===== config.mk =====
export PLATFORM = sky130hd
export DESIGN_NAME = cam_dvp_tx
export DESIGN_NICKNAME = d
export VERILOG_FILES = /design/src/rtl/cam_dvp_tx.sv
export SDC_FILE = /design/constraint.sdc
export NUM_CORES = 1
export LEC_CHECK = 0
export ABC_AREA = 1
export CAP_MARGIN = 25
export CORE_ASPECT_RATIO = 0.8
export CORE_UTILIZATION = 35
export DETAILED_ROUTE_END_ITERATION = 10
export PLACE_DENSITY = 0.5
export SETUP_SLACK_MARGIN = 0.2
export SLEW_MARGIN = 20
export SYNTH_ARGS = -nofsm -noshare
export SYNTH_HDL_FRONTEND = slang
export SYNTH_SLANG_ARGS = --single-unit

===== constraint.sdc =====
create_clock -name clk -period 2.3 [get_ports clk]
set_clock_uncertainty 0.2 [all_clocks]
set_input_delay 0.46 -clock clk [delete_from_list [all_inputs] [get_ports clk]]
set_output_delay 0.46 -clock clk [all_outputs]
set_load 0.02 [all_outputs]

===== src/rtl/cam_dvp_tx.sv =====
// DVP camera transmitter: frames an 8-bit byte stream into vsync/href/data timing.
// Define CAM_DVP_TX_PATTERN_EN to emit an internal column+line test pattern instead.
module cam_dvp_tx #(
    parameter int H_ACTIVE  = 64,
    parameter int H_BLANK   = 16,
    parameter int V_ACTIVE  = 32,
    parameter int VSYNC_CYC = 8,
    parameter int V_BACK    = 8,
    parameter int V_FRONT   = 8
) (
    input  logic       clk,
    input  logic       resetn,
    input  logic       enable,
    input  logic [7:0] pix_data,
    input  logic       pix_valid,
    output logic       pix_ready,
    output logic       cam_vsync,
    output logic       cam_href,
    output logic [7:0] cam_dat,
    output logic       frame_done,
    output logic       underrun,
    input  logic       underrun_clr
);

    typedef enum logic [2:0] {
        IDLE,
        VSYNC,
        VBACK,
        ACTIVE,
        HBLANK,
        VFRONT
    } state_e;

    localparam logic [11:0] HA_LAST = 12'(H_ACTIVE - 1);
    localparam logic [11:0] HB_LAST = 12'(H_BLANK - 1);
    localparam logic [11:0] VA_LAST = 12'(V_ACTIVE - 1);
    localparam logic [11:0] VS_LAST = 12'(VSYNC_CYC - 1);
    localparam logic [11:0] VB_LAST = 12'(V_BACK - 1);
    localparam logic [11:0] VF_LAST = 12'(V_FRONT - 1);

    state_e      state_q, state_d;
    logic [11:0] cnt_q, cnt_d;
    logic [11:0] col_q, col_d;
    logic [11:0] line_q, line_d;
    logic        vsync_q, vsync_d;
    logic        href_q, href_d;
    logic [7:0]  dat_q, dat_d;
    logic        done_q, done_d;
    logic        urun_q, urun_d;

    always_ff @(posedge clk or negedge resetn) begin
        if (!resetn) begin
            state_q <= IDLE;
        end else begin
            state_q <= state_d;
        end
    end

    always_comb begin
        state_d = state_q;
        unique case (state_q)
            IDLE: begin
                if (enable) state_d = VSYNC;
            end
            VSYNC: begin
                if (cnt_q == VS_LAST) state_d = VBACK;
            end
            VBACK: begin
                if (cnt_q == VB_LAST) state_d = ACTIVE;
            end
            ACTIVE: begin
                if (col_q == HA_LAST) state_d = HBLANK;
            end
            HBLANK: begin
                if (cnt_q == HB_LAST) begin
                    state_d = (line_q == VA_LAST) ? VFRONT : ACTIVE;
                end
            end
            VFRONT: begin
                if (cnt_q == VF_LAST) state_d = enable ? VSYNC : IDLE;
            end
            default: state_d = IDLE;
        endcase
    end

    // cnt times every fixed-length phase and restarts on each state change
    always_comb begin
        cnt_d  = cnt_q + 12'd1;
        col_d  = col_q;
        line_d = line_q;
        if (state_d != state_q || state_q == IDLE) begin
            cnt_d = '0;
        end
        if (state_q == IDLE) begin
            col_d  = '0;
            line_d = '0;
        end
        if (state_q == ACTIVE) begin
            col_d = (col_q == HA_LAST) ? 12'd0 : col_q + 12'd1;
        end
        if (state_q == HBLANK && cnt_q == HB_LAST) begin
            line_d = (line_q == VA_LAST) ? 12'd0 : line_q + 12'd1;
        end
    end

    always_ff @(posedge clk or negedge resetn) begin
        if (!resetn) begin
            cnt_q  <= '0;
            col_q  <= '0;
            line_q <= '0;
        end else begin
            cnt_q  <= cnt_d;
            col_q  <= col_d;
            line_q <= line_d;
        end
    end

    always_comb begin
        vsync_d = (state_q == VSYNC);
        href_d  = (state_q == ACTIVE);
        done_d  = (state_q == VFRONT) && (cnt_q == VF_LAST);
`ifdef CAM_DVP_TX_PATTERN_EN
        dat_d   = href_d ? (col_q[7:0] + line_q[7:0]) : 8'h00;
        urun_d  = 1'b0;
`else
        dat_d   = (href_d && pix_valid) ? pix_data : 8'h00;
        // a fresh underrun outranks a simultaneous clear
        urun_d  = (href_d && !pix_valid) | (urun_q & ~underrun_clr);
`endif
    end

    always_ff @(posedge clk or negedge resetn) begin
        if (!resetn) begin
            vsync_q <= 1'b0;
            href_q  <= 1'b0;
            dat_q   <= 8'h00;
            done_q  <= 1'b0;
            urun_q  <= 1'b0;
        end else begin
            vsync_q <= vsync_d;
            href_q  <= href_d;
            dat_q   <= dat_d;
            done_q  <= done_d;
            urun_q  <= urun_d;
        end
    end

`ifdef CAM_DVP_TX_PATTERN_EN
    logic unused_stream;
    assign unused_stream = ^{pix_data, pix_valid, underrun_clr};
    assign pix_ready     = 1'b0;
`else
    assign pix_ready     = (state_q == ACTIVE);
`endif

    assign cam_vsync  = vsync_q;
    assign cam_href   = href_q;
    assign cam_dat    = dat_q;
    assign frame_done = done_q;
    assign underrun   = urun_q;

endmodule


==> flow_summary.ini <==
[floorplanning]
die_h_um = 80.40
die_w_um = 100.0
die_area_sq_mm = 0.008039
rows = 28
core_area_sq_mm = 0.007427
initial_core_util_pct = 36.20
pin_count = 26

[setup_path]
crit_fanout = 6
worstPathCellList = ha_4, nand2_4, nor2_4, nand3_2, nor2_4, nand2_1, nand2_1, nand3_2, nor2_4, nor2_4, nand2_4, nor2_1
reg2reg_depth = 12
cp_common_cell = nor2_4
slowest_stage = dfrtp_1
crit_type = reg -> reg
path_delay_family = simple AND/OR/NAND/NOR gates
critPathBufInv = 0
cp-end-kind = register
cp.depth = 12
critPathRequiredTime_ns = 2.29
cp_data_arrival_time_ns = 1.96
startpoint_type = register
slowest_delay_ns = 0.41

[synth]
synth_xor_area_share_pct = 5.537
synthTopCellsByCount = 51 x dfrtp_1, 47 x nand2_1, 39 x inv_1
synth_edf_count = 0
syn_area_per_cell_sq_um = 8.816
synth.area.mux_share_pct = 0
synthAdderAreaFrac_pct = 1.396
synth_top_family_by_area = simple AND/OR/NAND/NOR gates
synth_warnings = 0
yosysMostFrequentCell = dfrtp_1
synth_compound_area_share_pct = 7.585
synth.top_cell.area_share_pct = 47.46
synth_cell_types = 35
synth_area_leader_cell = dfrtp_1
async_flop_share_pct = 100.0
synthTopCellsByArea = dfrtp_1 47%, nand2_1 6.6%, inv_1 5.4%
synth_nets = 321
synth-simple-area-share_pct = 30.67
synth_seq_cells = 51
ys.flop_type = dfrtp_1
syn_area_sq_mm = 0.002689
synthCells = 305
yosysSeqAreaShare_pct = 47.46

[hold_path]
hp-class = reg -> reg
hold_depth = 1

[clocking]
path_clk_slew_ns = 0.09
cts_tree = yes
root_buffer = clkbuf_8
clock_sinks = 51
clk_latency_ns = 0.29
numCtsBuffers = 5
cts-htree-levels = 2
ctsLongestPathBuffers = 2

[power]
power.density_mw_per_mm2 = 506.4
vdd_drop_max_v = 0.0003407
p_leak_nw = 1.544
p_total_mw = 1.711

[finish]
multi_input_area_sq_mm = 0.001324
final_cells = 452
antennaDiodeCount = 0
n_fill_cell = 756
post-route-util_pct = 45.49
area_growth_pct = 25.64
layout-drive-gt1-share_pct = 24.21
nets = 362
final_cell_area_sq_mm = 0.003378
regArea_sq_mm = 0.001279

[routing]
drt-total-wl_um = 5379
highest-signal-layer = met4
dr_total_vias = 2027
drt_iter0_drc = 75
wl_met1_um = 2913
avgViaCountPerCell = 4.485
dr_wl_met3_um = 245
wl_met2_um = 2190
antenna_left = 0
drc = 0
routedWlPerCell_um = 11.90
dr.pass1.iters = 4

[run_status]
status = finished clean

[sta]
setup_viol_count_final = 0
rsz0062_at_grt = true
setup_slack_ns = 0.3309
holdWs_ns = 0.3473
tns_ns = 0
drv_slew = 0
min_period_ns = 1.969
fin_crit_sh_pct = 85.61
worstMarginPinSlew_ns = 0.4136
maxSlewHeadroom_pct = 72.33
timing.final.hold_violations = 0
max_freq_mhz = 507.8

[grt]
grt_max_degree = 36
grt-ovfl-total = 0
grt_pass1_vias = 1961
gr-usage-all-layers_pct = 14.83
grt_pass1_wl_um = 9342
antenna_found_initial = 0

[flow_run]
drv_cap = 0

[placement]
io_buffers = 25
gp_congestion = 0.8081
place_inst = 435
pre_cts_ws_ns = 0.1536
placed_area_sq_mm = 0.003077
place_hpwl_um = 3938
## cells in the final DEF, fill, tap and decap left out, types with 2 or more instances in the layout
cell type	synthesis	layout
clkbuf_8	0	5
nor3_2	1	2
nor2_1	37	33
nand2_4	2	7
a21oi_1	5	5
nand2_1	47	44
nand3_2	6	6
dfrtp_1	51	49
o32ai_1	3	3
nand3_1	11	10
bufinv_16	0	2
dfrtp_2	0	2
nor3_1	7	6
inv_1	39	39
ha_4	0	2
o21ai_0	9	9
nor2_8	2	2
xor2_1	15	15
nor2_4	5	8
inv_2	6	6
xnor2_1	2	2
a211oi_1	2	2
nand2_2	10	9
buf_4	0	8
inv_4	2	2
nor2_2	15	16
nand3b_1	2	2
clkdlybuf4s50_1	0	23
nand4_1	4	4
o22ai_1	9	9
## final cells by class
type	count	share of cell area [%]
clock buffer	6	2.148
tap	105	3.889
timing repair buffer	35	9.778
multi-input combinational	206	39.19
inverter	47	5.370
sequential	51	37.85
clock inverter	2	1.778
## flip-flops by register name, indices dropped and copies added, names as in the netlist
| name | count |
|---|---|
| cam_dat | 8 |
| cam_href | 1 |
| cam_vsync | 1 |
| cnt_q | 12 |
| col_q | 12 |
| frame_done | 1 |
| line_q | 12 |
| state_q | 3 |
| underrun | 1 |
## report_power, final
group | switching (mW) | internal, mW
sequential | 0.00245 | 0.904
clock | 0.290 | 0.435
combinational | 0.0411 | 0.0386
## final timing paths
kind	endpoint	start	slack, ns
worst max-delay path	cnt_q[11]$_DFF_PN0_	cnt_q[0]$_DFF_PN0_	0.33
worst min-delay path	cam_vsync$_DFF_PN0_	state_q[1]$_DFF_PN0_	0.35
worst max register to register	cnt_q[11]$_DFF_PN0_	cnt_q[0]$_DFF_PN0_	0.33
worst min register to register	cam_vsync$_DFF_PN0_	state_q[1]$_DFF_PN0_	0.35
max in group asynchronous	state_q[1]$_DFF_PN0_	resetn	0.96
min in group asynchronous	cam_dat[5]$_DFF_PN0_	resetn	0.41
## layer usage
layer,vias to the layer above,GRT usage (%)
met3,2,3.481
met1,933,22.15
li1,1058,-
met5,-,0
met2,34,21.66
met4,0,3.043
## kinds of logic (layout without fill, tap and decap cells)
| kind of cell | count (synthesis) | after routing |
|---|---|---|
| AOI/OAI and AO/OA | 33 | 33 |
| xor gates and xnor gates | 17 | 17 |
| adders and majority gates | 3 | 3 |
| buffers and inverters | 49 | 90 |
| DFF | 51 | 51 |
| and+or+nand+nor | 152 | 153 |
## worst register-to-register path: cells and delay by family (launching register included)
family,cells,cell delay (ns)
flip-flops,1,0.41
AND/OR/NAND/NOR,11,1.07
adder cells (fa/ha/maj),1,0.17
## what timing repair did
action | 4_1_cts | 5_1_grt
pin swaps | 0 | 13
endpoints found under the setup margin | 13 | 16
setup buffers | 0 | 7
hold buffers | 1 | 0
resized for setup | 2 | 26
gates cloned | 0 | 1
endpoints found under the hold margin | 16 | 0
Note: power is estimated with default switching activity, not from simulation.
